## src/rtl/if_stage_if.sv

```systemverilog
// Fetch-stage port bundle: control/load inputs from the rest of the CPU and
// the IF/ID pipeline register plus load status back out.
interface if_stage_if #(
   parameter int ADDR_W = 6
);
   logic              LoadInstructions;
   logic [31:0]       Instruction;
   logic              Stall;
   logic              BranchTaken;
   logic [31:0]       BranchTarget;
   logic [31:0]       PC;
   logic [31:0]       IFID_Instr;
   logic [31:0]       IFID_PCPlus4;
   logic              IFID_Valid;
   logic [ADDR_W:0]   InstrCount;
   logic              Full;

   modport master (
      output LoadInstructions, Instruction, Stall, BranchTaken, BranchTarget,
      input  PC, IFID_Instr, IFID_PCPlus4, IFID_Valid, InstrCount, Full
   );

   modport slave (
      input  LoadInstructions, Instruction, Stall, BranchTaken, BranchTarget,
      output PC, IFID_Instr, IFID_PCPlus4, IFID_Valid, InstrCount, Full
   );
endinterface

```

## src/rtl/if_stage.sv

```systemverilog
// Instruction-fetch stage: serially loaded instruction memory, PC register and
// IF/ID pipeline register with stall and branch-redirect handling.
module if_stage #(
   parameter int DEPTH  = 64,
   parameter int ADDR_W = 6
) (
   input  logic        clk,
   input  logic        Reset,
   if_stage_if.slave   bus
);
   logic [31:0]     mem_q [DEPTH];

   logic [31:0]     pc_q, pc_d;
   logic [31:0]     ifid_instr_q, ifid_instr_d;
   logic [31:0]     ifid_pcplus4_q, ifid_pcplus4_d;
   logic            ifid_valid_q, ifid_valid_d;
   logic            load_prev_q, load_prev_d;
   logic [ADDR_W:0] instr_count_q, instr_count_d;

   logic              session_start;
   logic              full;
   logic              mem_we;
   logic [ADDR_W-1:0] wr_addr;
   logic [31:0]       loaded_bytes;
   logic [31:0]       fetched;
   logic              unused_target_bits;

   // Redirect targets are word aligned; the low bits are deliberately dropped.
   assign unused_target_bits = ^bus.BranchTarget[1:0];

   assign full          = (instr_count_q == (ADDR_W+1)'(DEPTH));
   assign session_start = bus.LoadInstructions && !load_prev_q;
   assign loaded_bytes  = 32'(instr_count_q) << 2;

   always_comb begin
      fetched = 32'h0;
      if (pc_q < loaded_bytes) begin
         fetched = mem_q[pc_q[ADDR_W+1:2]];
      end
   end

   // NOTE: every signal assigned in this block gets a default first, so no
   // path leaves one unassigned and no latch is inferred.
   always_comb begin
      pc_d           = pc_q;
      ifid_instr_d   = ifid_instr_q;
      ifid_pcplus4_d = ifid_pcplus4_q;
      ifid_valid_d   = ifid_valid_q;
      instr_count_d  = instr_count_q;
      load_prev_d    = bus.LoadInstructions;
      mem_we         = 1'b0;
      wr_addr        = instr_count_q[ADDR_W-1:0];

      if (bus.LoadInstructions) begin
         ifid_instr_d = 32'h0;
         ifid_valid_d = 1'b0;
         if (session_start) begin
            mem_we        = 1'b1;
            wr_addr       = '0;
            instr_count_d = (ADDR_W+1)'(1);
         end else if (!full) begin
            mem_we        = 1'b1;
            instr_count_d = instr_count_q + (ADDR_W+1)'(1);
         end
      end else if (bus.BranchTaken) begin
         pc_d           = {bus.BranchTarget[31:2], 2'b00};
         ifid_instr_d   = 32'h0;
         ifid_pcplus4_d = 32'h0;
         ifid_valid_d   = 1'b0;
      end else if (!bus.Stall) begin
         ifid_instr_d   = fetched;
         ifid_pcplus4_d = pc_q + 32'd4;
         ifid_valid_d   = 1'b1;
         pc_d           = pc_q + 32'd4;
      end
   end

   // NOTE: sequential state uses non-blocking assignments so every register
   // samples the pre-edge values regardless of statement order.
   always_ff @(posedge clk) begin
      if (Reset) begin
         pc_q           <= 32'h0;
         ifid_instr_q   <= 32'h0;
         ifid_pcplus4_q <= 32'h0;
         ifid_valid_q   <= 1'b0;
         load_prev_q    <= 1'b0;
      end else begin
         pc_q           <= pc_d;
         ifid_instr_q   <= ifid_instr_d;
         ifid_pcplus4_q <= ifid_pcplus4_d;
         ifid_valid_q   <= ifid_valid_d;
         load_prev_q    <= load_prev_d;
      end
   end

   // Load count survives reset so the boot sequence is load, reset, run.
   always_ff @(posedge clk) begin
      if (!Reset) begin
         instr_count_q <= instr_count_d;
      end
   end

   // NOTE: the memory array has no reset; clearing it would forbid a RAM
   // mapping, and reset must not erase a freshly loaded program anyway.
   always_ff @(posedge clk) begin
      if (!Reset && mem_we) begin
         mem_q[wr_addr] <= bus.Instruction;
      end
   end

   assign bus.PC           = pc_q;
   assign bus.IFID_Instr   = ifid_instr_q;
   assign bus.IFID_PCPlus4 = ifid_pcplus4_q;
   assign bus.IFID_Valid   = ifid_valid_q;
   assign bus.InstrCount   = instr_count_q;
   assign bus.Full         = full;
endmodule

```

## src/flat_wrapper.sv

```systemverilog
// flat-port wrapper written by rule: the top's interface ports become plain ports
module if_stage_flat 
#(
   parameter int DEPTH  = 64,
   parameter int ADDR_W = 6
)
  (clk, Reset, bus_LoadInstructions, bus_Instruction, bus_Stall, bus_BranchTaken, bus_BranchTarget, bus_PC, bus_IFID_Instr, bus_IFID_PCPlus4, bus_IFID_Valid, bus_InstrCount, bus_Full);
  if_stage_if #(.ADDR_W(ADDR_W)) bus_i ();
  input  logic clk;
  input  logic Reset;
  input wire logic [$bits(bus_i.LoadInstructions)-1:0] bus_LoadInstructions;
  input wire logic [$bits(bus_i.Instruction)-1:0] bus_Instruction;
  input wire logic [$bits(bus_i.Stall)-1:0] bus_Stall;
  input wire logic [$bits(bus_i.BranchTaken)-1:0] bus_BranchTaken;
  input wire logic [$bits(bus_i.BranchTarget)-1:0] bus_BranchTarget;
  output wire logic [$bits(bus_i.PC)-1:0] bus_PC;
  output wire logic [$bits(bus_i.IFID_Instr)-1:0] bus_IFID_Instr;
  output wire logic [$bits(bus_i.IFID_PCPlus4)-1:0] bus_IFID_PCPlus4;
  output wire logic [$bits(bus_i.IFID_Valid)-1:0] bus_IFID_Valid;
  output wire logic [$bits(bus_i.InstrCount)-1:0] bus_InstrCount;
  output wire logic [$bits(bus_i.Full)-1:0] bus_Full;
  assign bus_i.LoadInstructions = bus_LoadInstructions;
  assign bus_i.Instruction = bus_Instruction;
  assign bus_i.Stall = bus_Stall;
  assign bus_i.BranchTaken = bus_BranchTaken;
  assign bus_i.BranchTarget = bus_BranchTarget;
  assign bus_PC = bus_i.PC;
  assign bus_IFID_Instr = bus_i.IFID_Instr;
  assign bus_IFID_PCPlus4 = bus_i.IFID_PCPlus4;
  assign bus_IFID_Valid = bus_i.IFID_Valid;
  assign bus_InstrCount = bus_i.InstrCount;
  assign bus_Full = bus_i.Full;
  if_stage #(.DEPTH(DEPTH), .ADDR_W(ADDR_W)) u_core (.clk(clk), .Reset(Reset), .bus(bus_i));
endmodule
```

## config.mk

```make
export PLATFORM = sky130hd
export DESIGN_NAME = if_stage_flat
export DESIGN_NICKNAME = d
export VERILOG_FILES = /design/src/rtl/if_stage_if.sv /design/src/rtl/if_stage.sv /design/src/flat_wrapper.sv
export SDC_FILE = /design/constraint.sdc
export NUM_CORES = 2
export LEC_CHECK = 0
export ABC_AREA = 1
export CAP_MARGIN = 0
export CORE_MARGIN = 2
export CORE_UTILIZATION = 55
export CTS_BUF_LIST = sky130_fd_sc_hd__clkbuf_8
export CTS_CLUSTER_SIZE = 10
export DETAILED_ROUTE_END_ITERATION = 12
export GPL_ROUTABILITY_DRIVEN = 0
export HOLD_SLACK_MARGIN = 0.1
export PLACE_DENSITY_LB_ADDON = 0.05
export SYNTH_ARGS = -nofsm -noshare
export SYNTH_HDL_FRONTEND = slang
export SYNTH_SLANG_ARGS = --single-unit
```

## constraint.sdc

```tcl
create_clock -name clk -period 8.75 [get_ports clk]
set_clock_uncertainty 0.15 [all_clocks]
set_input_delay 0.875 -clock clk [delete_from_list [all_inputs] [get_ports clk]]
set_output_delay 0.875 -clock clk [all_outputs]
set_load 0.02 [all_outputs]
```

Word level (Yosys, flattened, before mapping)
Memory sizes are Yosys's and may differ from the RTL's. A register that Yosys moved wholly into a read port is not among the register bits. Index checks and enable logic that the tools add are counted.

$add $sub $neg: 2. $lt $le $gt $ge: 1. Equal/unequal tests: 3. Multiplexer cells: 14. Bitwise logic cells: 2. Reduce and logical (&&, ||, !) cells: 7.

Operator list (count): two-way mux 32 bit (4); adder 32 x 3 -> 32 bit (second input constant) (1); < comparator 32 x 9 -> 1 bit (1); two-way mux 6 bit (4); adder 7 x 1 -> 7 bit (second input constant) (1); == test 7 bit (second input constant) (1); two-way mux 7 bit (1); two-way mux 1 bit (5); inequality test 2 x 1 -> 1 bit (second input constant) (2); AND reduction 3 bit (1); OR reduction 3 bit (1); logical AND 1 bit (2); logical NOT 1 bit (2); NOT 1 bit (2); AND reduction 2 bit (1).

Bits in registers: 105. Memory bits (writable): 2048. Bits of input ports: 69. Output and inout bits: 105. Word-level logic and storage cells: 36. Memories: 1.

Memory list: u_core.mem_q (words 64, width 32, rd ports 1, clocked after Yosys merged registers in 1, wr ports 1, RTL line if_stage.sv:11) `logic [31:0] mem_q [DEPTH];`.

Longest topological paths before layout
Depth after elaboration: 7. Mapped depth: 15. Gate-level depth less buffers: 15.

Worst setup path before layout
OpenSTA, ideal clock, no wires.

Path kind: flip-flop to flip-flop. Start: register u_core.instr_count_q[1], in the netlist u_core.bus.InstrCount[1]. End: memory u_core.mem_q[10][0] (enable). Library setup time: 0.421 ns. Arrival: 3.290 ns. Required time: 8.179 ns. Slack: 4.888 ns. Stages on the path, launching flop included: 8. Path buffers: 0. Period minus slack after synthesis: 3.862 ns. Cells stage by stage: edfxtp_1 > inv_1 > ha_1 > nand4_1 > nor3_1 > a21boi_2 > nand4_1 > nor2_1.

Longest elaborated chain between the ends: 7. Elaborated cells on any way between the ends: 9. Those cells by class: 1 x eq/ne; 7 x mux; 1 x reduce/logical.

Ends and longest elaborated chain: start, declared (RTL line if_stage.sv:18) `logic [ADDR_W:0] instr_count_q, instr_count_d;`; start signal, assigned (RTL line if_stage.sv:99) `instr_count_q <= instr_count_d;`; == test 7 bit (RTL line if_stage.sv:31) `assign full = (instr_count_q == (ADDR_W+1)'(DEPTH));`; named net bus_Full (RTL line flat_wrapper.sv:21) `output wire logic [$bits(bus_i.Full)-1:0] bus_Full;`; two-way mux 1 bit (RTL line if_stage.sv:61) `end else if (!full) begin`; two-way mux 1 bit (RTL line if_stage.sv:57) `if (session_start) begin`; two-way mux 1 bit (RTL line if_stage.sv:54) `if (bus.LoadInstructions) begin`; logical AND 1 bit (RTL line if_stage.sv:106) `if (!Reset && mem_we) begin`; two-way mux 1 bit (RTL line if_stage.sv:106); two-way mux 1 bit (not written as such) (RTL line if_stage.sv:107) `mem_q[wr_addr] <= bus.Instruction;`; end, declared (RTL line if_stage.sv:11).

The timed path passes the listed nets, and every way through them passes these cells.

Worst setup path after layout
Start: input Reset. End: memory u_core.mem_q[63][15] (enable).

Longest elaborated chain between the ends: 4.

Ends and longest elaborated chain: start, declared (RTL line flat_wrapper.sv:10) `input logic Reset;`; logical NOT 1 bit; logical AND 1 bit (RTL line if_stage.sv:106); two-way mux 1 bit (RTL line if_stage.sv:106); two-way mux 1 bit (not written as such) (RTL line if_stage.sv:107).

Every way passes these cells.

==> metrics.txt <==
Tightest Pin Transition=1560 ps; total power=21.0 mW; I/O Buffers=169; static leakage=35.7 nW; core footprint=159,000 um^2; max incr delay on CP=930 ps; drt drc=0; Worst-Skew Late Latency=1040 ps; library cells used by synthesis=39; sequential area share after synthesis=72.4%; startpoint type of the worst setup path=primary input; failing checks=max-slew violations; share of cells above drive strength 1=8.78%; Worst Path Max Fanout=21; largest family of logic cells by synthesized area=simple AND/OR/NAND/NOR gates; critical path class=in -> reg; CTS Buffer Depth=4; Starting Density=55.5%; most common cell after layout, fill and taps aside=nand2_1; drt total wl=249,000 um; Filler cells=12,600; clock edge transition at the registers on the reported setup and hold paths=50 ps; adder-cell share of the synthesized area=0.128%; hold endpoint=u_core.bus.IFID_Valid; max-cap viol count=0; critical path capture point type=flip-flop; Synth Area in XOR/XNOR=0.0597%; ANT nets after route=0; status=finished, violations left; mux cell area share after synthesis=0%; num rows=146; nets=7,937; total number of vias=59,200; largest net degree at the start of global routing=208; most frequent cells in the layout=2,317 x nand2_1, 2,055 x edfxtp_1, 1,980 x nand3_1; setup TNS=0 ps; P&R area growth vs syn=11.0%; ys flop type=edfxtp_1; # clock sinks=2,156; initial antenna violation count=13; Max Slew Vio Count=79; Tcrit/Tclk final=48.2%; post-synthesis instance total=7,663; Ys Warns=0; number of synthesized register bits=2,156; Post-DP HPWL=123,000 um; Clock Tree Root=clkbuf_8; All-Layer GR Usage=30.3%; Min-Delay Path Class=reg -> reg; Req. time, crit path=9250 ps; FF-to-FF path depth=11; Simple-Gate Fraction of Synth Area=22.2%; # H-tree levels=5; Hold Path Depth=2; DR pass1 iterations=6; io pins=174; CTS tree=done; worst path cell trace=clkdlybuf4s50_1 -> nor2_1 -> a21boi_2 -> nand2_1 -> nor2_4 -> buf_4; highest clock rate=237 MHz; Avg Cell Area, Syn=11.5 um^2; Peak VDD IR=0.162 mV; Worst Path Arrival=4720 ps; DR WL/cell=24.4 um; Die Width=404 um; # setup viols final=0; Post-CTS Setup Inserts=0; final hold vios=0; DR iter-0 viols=6,511; vias in the first global route=57,000; hold_buf cts=0; PostCTS Resize Cnt=0; reg-to-reg slack, setup=4600 ps; clock buffer count from CTS=360; gr ovfl total=0; relative slew slack=-4.13%; Die Footprint=163,000 um^2; DR vias/cell=5.83; power density over cell area=215 nW/um^2; die height=404 um; R2R Path End=u_core.bus.IFID_Instr[3]; EDFF count, synth=2,055; Syn Std Cell Area=88,100 um^2; Worst Hold Launch=u_core.bus.IFID_Valid; Synth Area in Compound Gates=0.986%; RSZ-0062 raised after global routing=no; final period demand of the worst path=4220 ps; first-pass GRT wire length=365,000 um; Worst path slowest cell=clkdlybuf4s50_1; Synth async-reset ratio=0%
-- power breakdown --
part / switching (mW) / internal [mW]
Clock: 3.88 / 3.96
Combinational: 1.30 / 0.463
Sequential: 0.0495 / 11.3
-- worst max-delay path by stage --
stage / from / to / slack [ps] / cells after the start
final: Reset / u_core.mem_q[63][15] / 4530 / 6
after global routing: flip-flop / u_core.bus.IFID_Instr[5] / 4350 / 10
after CTS: flip-flop / u_core.bus.IFID_Instr[3] / 4620 / 11
after detailed placement: Reset / u_core.mem_q[63][1] / 3530 / 6
after global placement: Reset / u_core.mem_q[55][28] / 3660 / 6
after floorplan: u_core.bus.InstrCount[1] / u_core.mem_q[10][0] / 4890 / 7
-- logic make-up after synthesis --
family	after synthesis
xor+xnor	6
simple gates	4494
buf+inv	837
compound gates	160
fa+ha+maj	9
other cells	1
flops	2156
-- metrics by stage --
step           std cells  utilization, %  area, um^2  worst slack (ps)  hold WS, ps
6_report           10200            61.6       97700              4530          302
5_1_grt            10200            61.6       97700              4350          294
4_1_cts            10200            61.6       97700              4620          227
3_5_place_dp        9569            57.7       91700              3530          293
3_3_place_gp        9569            57.7       91700              3660          286
2_1_floorplan       7664               -       88100              4890          376
-- per-layer routing --
metal	track usage, %	share of wire, %	wire (um)	vias to the layer above
met4	10.9	3.3	8200	8
met5	0	0.022	55	-
met1	42.0	41	102000	28900
met3	6.05	8.8	22000	495
met2	47.9	47	116000	2626
li1	-	-	-	27200
-- registers in the layout, indices dropped and copies added, names as in the netlist, named ones only --
signal and flops:
u_core.mem_q 2048, u_core.bus.IFID_Instr 32, u_core.bus.IFID_PCPlus4 31, u_core.bus.PC 30, u_core.bus.InstrCount 7, u_core.bus.IFID_Valid 1
u_core.load_prev_q 1
-- synth_stat cells (9+ instances only) --
master | count | area (um^2)
buf_4 | 70 | 526
clkbuf_1 | 123 | 462
nand2_1 | 2317 | 8700
dfxtp_1 | 101 | 2020
o21ai_0 | 48 | 240
a21oi_1 | 91 | 455
buf_1 | 61 | 229
nor3_1 | 20 | 100
nor2_1 | 102 | 383
inv_1 | 347 | 1300
edfxtp_1 | 2055 | 61700
or2_2 | 42 | 263
ha_1 | 9 | 113
nand4_1 | 17 | 106
nand3_1 | 1981 | 9910
buf_2 | 226 | 1130
o211ai_1 | 10 | 75.1
-- critical path: cells and delay by family --
kind                   cells  cell delay (ps)
AO/OA/AOI/OAI              1              620
buffers and inverters      2             1420
AND/OR/NAND/NOR            3             1780
-- area by class of cell --
cell class / count / area [um^2] / share of cell area (%)
multi-input combinational: 4671 / 21100 / 21.6
sequential: 2156 / 63800 / 65.2
timing repair buffer: 316 / 2820 / 2.88
tap: 2072 / 2590 / 2.65
clock inverter: 214 / 861 / 0.881
antenna: 6 / 15.0 / 0.0154
inverter: 354 / 1370 / 1.40
clock buffer: 378 / 5200 / 5.32
Power figures use the tool's default switching activity.
